===== config.mk =====
export PLATFORM = sky130hd
export DESIGN_NAME = pipereg_elastic
export DESIGN_NICKNAME = d
export VERILOG_FILES = /design/src/rtl/cpu_types_pkg.sv /design/src/rtl/pipereg_pkg.sv /design/src/rtl/pipereg_sat_ctr.sv /design/src/rtl/pipereg_elastic.sv
export SDC_FILE = /design/constraint.sdc
export NUM_CORES = 1
export LEC_CHECK = 0
export BUFFER_PORTS_ARGS = -buffer_cell sky130_fd_sc_hd__buf_2
export CORE_ASPECT_RATIO = 1.1
export CORE_MARGIN = 2
export CORE_UTILIZATION = 55
export CTS_CLUSTER_DIAMETER = 100
export DETAILED_ROUTE_END_ITERATION = 7
export PLACE_DENSITY_LB_ADDON = 0.12
export SLEW_MARGIN = 20
export SYNTH_ARGS = -nofsm -noshare
export SYNTH_HDL_FRONTEND = slang
export SYNTH_HIERARCHICAL = 1
export SYNTH_SLANG_ARGS = --single-unit

===== constraint.sdc =====
create_clock -name CLK -period 1.72 [get_ports CLK]
set_input_delay 0 -clock CLK [delete_from_list [all_inputs] [get_ports CLK]]
set_output_delay 0 -clock CLK [all_outputs]
set_load 0.005 [all_outputs]

===== src/rtl/cpu_types_pkg.sv =====
// ---------------------------------------------------------------------------
// cpu_types_pkg
// Purpose : core-wide scalar types shared by the pipeline stage wrappers.
// Ports   : none (package).
// ---------------------------------------------------------------------------
package cpu_types_pkg;

    localparam int unsigned XLEN = 32;

    typedef logic [XLEN-1:0] word_t;

endpackage


===== src/rtl/pipereg_pkg.sv =====
// ---------------------------------------------------------------------------
// pipereg_pkg
// Purpose : shared types and constants for the elastic pipeline register.
// Ports   : none (package).
// Contents: pstate_t occupancy/state encoding (value equals entries held),
//           STATS_W width of the optional statistics counters, and WORD_W,
//           the machine-word width that stage wrappers size payloads from.
// ---------------------------------------------------------------------------
package pipereg_pkg;

    import cpu_types_pkg::*;

    // Encoding doubles as the occupancy count, so it must stay 0/1/2.
    typedef enum logic [1:0] {
        EMPTY = 2'd0,
        ONE   = 2'd1,
        FULL  = 2'd2
    } pstate_t;

    localparam int unsigned STATS_W = 32;
    localparam int unsigned WORD_W  = $bits(word_t);

endpackage


===== src/rtl/pipereg_sat_ctr.sv =====
// ---------------------------------------------------------------------------
// pipereg_sat_ctr
// Purpose : up-counter that sticks at all-ones instead of wrapping.
// Ports   : CLK        in   clock, rising edge
//           nRST       in   asynchronous active-low reset, clears to 0
//           i_inc      in   count this cycle
//           i_load     in   load i_load_val (wins over i_inc)
//           i_load_val in   WIDTH value to load
//           o_count    out  WIDTH current count
// ---------------------------------------------------------------------------
module pipereg_sat_ctr
    import pipereg_pkg::*;
#(
    parameter int unsigned WIDTH = STATS_W
) (
    input  logic             CLK,
    input  logic             nRST,
    input  logic             i_inc,
    input  logic             i_load,
    input  logic [WIDTH-1:0] i_load_val,
    output logic [WIDTH-1:0] o_count
);

    logic [WIDTH-1:0] r_count;

    always_ff @(posedge CLK or negedge nRST) begin
        if (!nRST) begin
            r_count <= '0;
        end else if (i_load) begin
            r_count <= i_load_val;
        end else if (i_inc && (r_count != {WIDTH{1'b1}})) begin
            r_count <= r_count + 1'b1;
        end
    end

    assign o_count = r_count;

endmodule


===== src/rtl/pipereg_elastic.sv =====
// ---------------------------------------------------------------------------
// pipereg_elastic
// Purpose : generic pipeline stage register with valid/ready handshake and a
//           2-entry skid buffer; keeps the legacy WEN stall and flush (NOP
//           insertion) controls. in_ready depends only on registered state
//           and WEN, never on out_ready.
// Config  : define PIPEREG_STATS_EN to add the stall_cnt / bubble_cnt
//           saturating statistics counters.
// Ports   : CLK        in   clock, rising edge
//           nRST       in   asynchronous active-low reset
//           WEN        in   stage enable; 0 freezes state, blocks handshakes
//           flush      in   empty both entries at next edge (beats WEN)
//           in_valid   in   upstream payload valid
//           in_ready   out  stage can accept a payload
//           in_data    in   DATA_W upstream payload
//           out_valid  out  main entry valid and WEN
//           out_ready  in   downstream accepts
//           out_data   out  DATA_W main payload, BUBBLE_VAL when empty
//           occupancy  out  2-bit entries held (0..2)
//           stall_cnt  out  32 cycles out_valid & ~out_ready (stats only)
//           bubble_cnt out  32 cycles ~out_valid & out_ready & WEN (stats only)
// ---------------------------------------------------------------------------
module pipereg_elastic
    import pipereg_pkg::*;
#(
    parameter int unsigned         DATA_W     = 32,
    parameter logic [DATA_W-1:0]   BUBBLE_VAL = '0
) (
    input  logic              CLK,
    input  logic              nRST,
    input  logic              WEN,
    input  logic              flush,
    input  logic              in_valid,
    output logic              in_ready,
    input  logic [DATA_W-1:0] in_data,
    output logic              out_valid,
    input  logic              out_ready,
    output logic [DATA_W-1:0] out_data,
    output logic [1:0]        occupancy
`ifdef PIPEREG_STATS_EN
    ,
    output logic [STATS_W-1:0] stall_cnt,
    output logic [STATS_W-1:0] bubble_cnt
`endif
);

    pstate_t           r_state;
    logic [DATA_W-1:0] r_main;
    logic [DATA_W-1:0] r_skid;

    logic w_main_vld;
    logic w_in_xfer;
    logic w_out_xfer;

    assign w_main_vld = (r_state != EMPTY);
    assign in_ready   = (r_state != FULL) && WEN;
    assign out_valid  = w_main_vld && WEN;
    assign w_in_xfer  = in_valid && in_ready;
    assign w_out_xfer = out_valid && out_ready;

    // Main is reloaded with BUBBLE_VAL whenever it empties, but gate anyway so
    // out_data is strictly a function of the main entry and its valid bit.
    assign out_data  = w_main_vld ? r_main : BUBBLE_VAL;
    assign occupancy = r_state;

    always_ff @(posedge CLK or negedge nRST) begin
        if (!nRST) begin
            r_state <= EMPTY;
            r_main  <= BUBBLE_VAL;
            r_skid  <= BUBBLE_VAL;
        end else if (flush) begin
            r_state <= EMPTY;
            r_main  <= BUBBLE_VAL;
            r_skid  <= BUBBLE_VAL;
        end else if (WEN) begin
            case (r_state)
                EMPTY: begin
                    if (w_in_xfer) begin
                        r_state <= ONE;
                        r_main  <= in_data;
                    end
                end
                ONE: begin
                    if (w_in_xfer && w_out_xfer) begin
                        r_main <= in_data;
                    end else if (w_in_xfer) begin
                        r_state <= FULL;
                        r_skid  <= in_data;
                    end else if (w_out_xfer) begin
                        r_state <= EMPTY;
                        r_main  <= BUBBLE_VAL;
                    end
                end
                FULL: begin
                    // in_ready is low here, so only a drain can happen.
                    if (w_out_xfer) begin
                        r_state <= ONE;
                        r_main  <= r_skid;
                        r_skid  <= BUBBLE_VAL;
                    end
                end
                default: begin
                    r_state <= EMPTY;
                    r_main  <= BUBBLE_VAL;
                    r_skid  <= BUBBLE_VAL;
                end
            endcase
        end
    end

`ifdef PIPEREG_STATS_EN
    logic w_stall_inc;
    logic w_bubble_inc;

    assign w_stall_inc  = out_valid && !out_ready;
    assign w_bubble_inc = !out_valid && out_ready && WEN;

    // Counters see only nRST; flush deliberately leaves them untouched.
    pipereg_sat_ctr #(
        .WIDTH (STATS_W)
    ) u_stall_ctr (
        .CLK        (CLK),
        .nRST       (nRST),
        .i_inc      (w_stall_inc),
        .i_load     (1'b0),
        .i_load_val ({STATS_W{1'b0}}),
        .o_count    (stall_cnt)
    );

    pipereg_sat_ctr #(
        .WIDTH (STATS_W)
    ) u_bubble_ctr (
        .CLK        (CLK),
        .nRST       (nRST),
        .i_inc      (w_bubble_inc),
        .i_load     (1'b0),
        .i_load_val ({STATS_W{1'b0}}),
        .o_count    (bubble_cnt)
    );
`endif

endmodule


==> out/metrics.csv <==
stage;metric;value;unit
route;via_per_inst;5.37;
sta;maxSlewViolCount;0;
grt;met3_usage;3.84;%
route;drt_iter0_drc;143;
final_layout;fillers;505;
power;p_leak;2.18;nW
floorplanning;die_h;89.5;um
route;wirelength;8.47;mm
critical_path;crit_path_start_kind;flop;
sta;hold_slack;47.4;ps
floorplanning;dieArea;7310;sq um
grt;grt_pass1_vias;2938;
critical_path;crit_slowest_cell;dfrtp_2;
logic_synthesis;yosysUniqueCellTypes;27;
critical_path;cp.required;1990;ps
sta;worst_slew_pin_slew;371;ps
route;ant_nets;0;
sta;setup_tns;0;ps
critical_path;worst_setup_path_end_kind;flop;
grt;antenna_found_initial;0;
clocking;numClockSinks;66;
power;ir_worst_vdd;512;uV
critical_path;worstPathCellList;buf_4 > inv_2 > a21oi_1 > a311oi_4 > buf_12 > a22o_1;
sta;fin_crit;1610;ps
grt;grt_use_met2;43.2;%
logic_synthesis;yosysSeqAreaShare;45.2;%
logic_synthesis;yosys_register_bits;66;
floorplanning;ios;74;
logic_synthesis;synthArstFlopShare;100;%
placement;place.gp.congestion;0.779;
logic_synthesis;syn_inst;344;
logic_synthesis;synth_nets;382;
sta;hold_viol;0;
critical_path;path_delay_family;compound AO/OA/AOI/OAI gates;
clocking;cts_root_buf;clkbuf_8;
floorplanning;initial_core_util;56.0;%
placement;dp_hpwl;5.18;mm
route;drc;0;
floorplanning;dieWidth;81.7;um
power;p_per_area;782;nW/um^2
final_layout;final_cells;542;
grt;grt_pass1_wl;13.9;mm
logic_synthesis;synth_edf_count;0;
clocking;cts_max_path_buffers;2;
final_layout;syn_to_final_growth;31.0;%
critical_path;cp.arrival;1880;ps
grt;grt_usage;25.4;%
clocking;cts_tree;done;
sta;fmax;0.621;GHz
sta;period_share;93.7;%
sta;setup_viol;0;
final_layout;layout_commonest_cell;buf_2;
sta;skew;9.70;ps
final_layout;mostFrequentLayoutCells;73 x buf_2, 65 x dfrtp_1, 64 x mux2i_1;
clocking;clk_pin_slew;80;ps
final_layout;drive_above_1_share;25.2;%
critical_path;critPathBufInv;3;
route;num_vias;2910;
placement;portBuffers;73;
clocking;clk-insertion-delay-late;340;ps
critical_path;cp_max_fo;26;
worst_hold_path;worstHoldPathType;in2reg;
final_layout;final_nets;493;
sta;rsz0062_at_grt;false;
logic_synthesis;synth_warnings;6;
power;p_total;3.74;mW
critical_path;ff2ff_setup_slack;110;ps
outcome;status;finished clean;
sta;relSlewSlack;75.3;%
logic_synthesis;syn_avg_cell_area;10.6;sq um
floorplanning;row_count;31;
route;post_drt_wl_per_cell;15.6;um
grt;grt_use_met1;32.8;%
critical_path;critPathKind;reg2reg;
route;drt-pass1-iter-count;5;
final_layout;insertedDiodeCount;0;
critical_path;slowest_delay;440;ps
grt;gr-total-overflow;0;
placement;place_inst;490;
clocking;htree_levels;3;
grt;grt_max_degree;67;
floorplanning;coreArea;6520;sq um
logic_synthesis;mappedNetlistArea;3650;sq um
clocking;cts_made_buffers;9;
logic_synthesis;synth_top_flop_cell;dfrtp_1;
grt;grt_busiest_layer;met2;
job;drv_cap;0;
[report_power, final]
group | total, mW | switching (mW) | internal (mW) | leakage [nW]
sequential | 1.66 | 0.0428 | 1.62 | 0.904
clock | 1.49 | 0.637 | 0.858 | 0.109
combinational | 0.579 | 0.295 | 0.284 | 1.17
total | 3.74 | 0.974 | 2.76 | 2.18
[worst paths after layout]
path	cells past startpoint	start	end
worst max-delay path	6	occupancy[1]	r_main[22]
worst min register to register	1	r_main[27]	r_main[27]
worst min-delay path	4	in_valid	occupancy[0]
min in group asynchronous	3	nRST	r_main[17]
max in group asynchronous	3	nRST	occupancy[1]
worst max register to register	6	occupancy[1]	r_main[22]
[worst register-to-register path, delay by kind of cell, from the launching register on]
kind	cells	cell delay [ps]
AOI/OAI and AO/OA	3	600
DFF	1	440
buffers and inverters	3	510
[stage by stage]
step | cell area [sq um] | worst slack, ps | utilization [%]
2_1_floorplan | 3650 | 222 | -
3_3_place_gp | 4190 | 164 | 64.4
3_5_place_dp | 4190 | 127 | 64.4
4_1_cts | 4780 | 36.4 | 73.3
5_1_grt | 4780 | 43.3 | 73.4
6_report | 4780 | 109 | 73.4
[state kept, by name (all words and copies together), names as in the netlist]
| name | cells |
|---|---|
| r_skid | 32 |
| r_main | 32 |
| occupancy | 2 |
[cells in the mapped netlist (2+ instances only)]
library cell | n | share of area (%)
dfrtp_1 | 66 | 45
mux2i_1 | 64 | 18
inv_1 | 34 | 3.5
nand2_1 | 34 | 3.5
nor2b_1 | 33 | 5.7
a22o_1 | 32 | 7.7
o2bb2ai_1 | 32 | 7.7
clkbuf_1 | 8 | 0.82
buf_2 | 7 | 0.96
buf_6 | 6 | 1.9
buf_4 | 5 | 1.0
a21oi_1 | 4 | 0.55
nand2b_1 | 3 | 0.51
nand3_1 | 2 | 0.27
nor2_1 | 2 | 0.21
[what timing repair did]
action | in CTS | in global routing
endpoints found under the hold margin | 107 | 0
hold buffers | 35 | 0
gates resized for setup | 1 | 0
buffers inserted | 0 | 1
pin swaps | 0 | 1
setup endpoints to repair | 27 | 27
[layout make-up]
type / count / area, sq um / share of cell area, %
Multi-Input combinational cell: 216 / 1720 / 36.0
Sequential cell: 66 / 1650 / 34.6
Clock buffer: 10 / 138 / 2.88
Clock inverter: 6 / 88.8 / 1.86
Tap cell: 82 / 103 / 2.14
Inverter: 35 / 131 / 2.75
Timing Repair Buffer: 127 / 946 / 19.8
[logic make-up (layout without fill, tap and decap cells)]
family	after synthesis	in the layout	share of synthesized area, %
multiplexers	65	65	18.0
AO/OA/AOI/OAI	73	73	17.4
flip-flops	66	66	45.2
AND/OR/NAND/NOR	78	78	11.0
buffers and inverters	62	178	8.36
[per-layer routing]
metal	routed length, um	vias up
met5	0	-
met4	127	0
met3	296	10
met2	4140	65
met1	3900	1413
li1	-	1422
(Power assumes the default switching activity.)
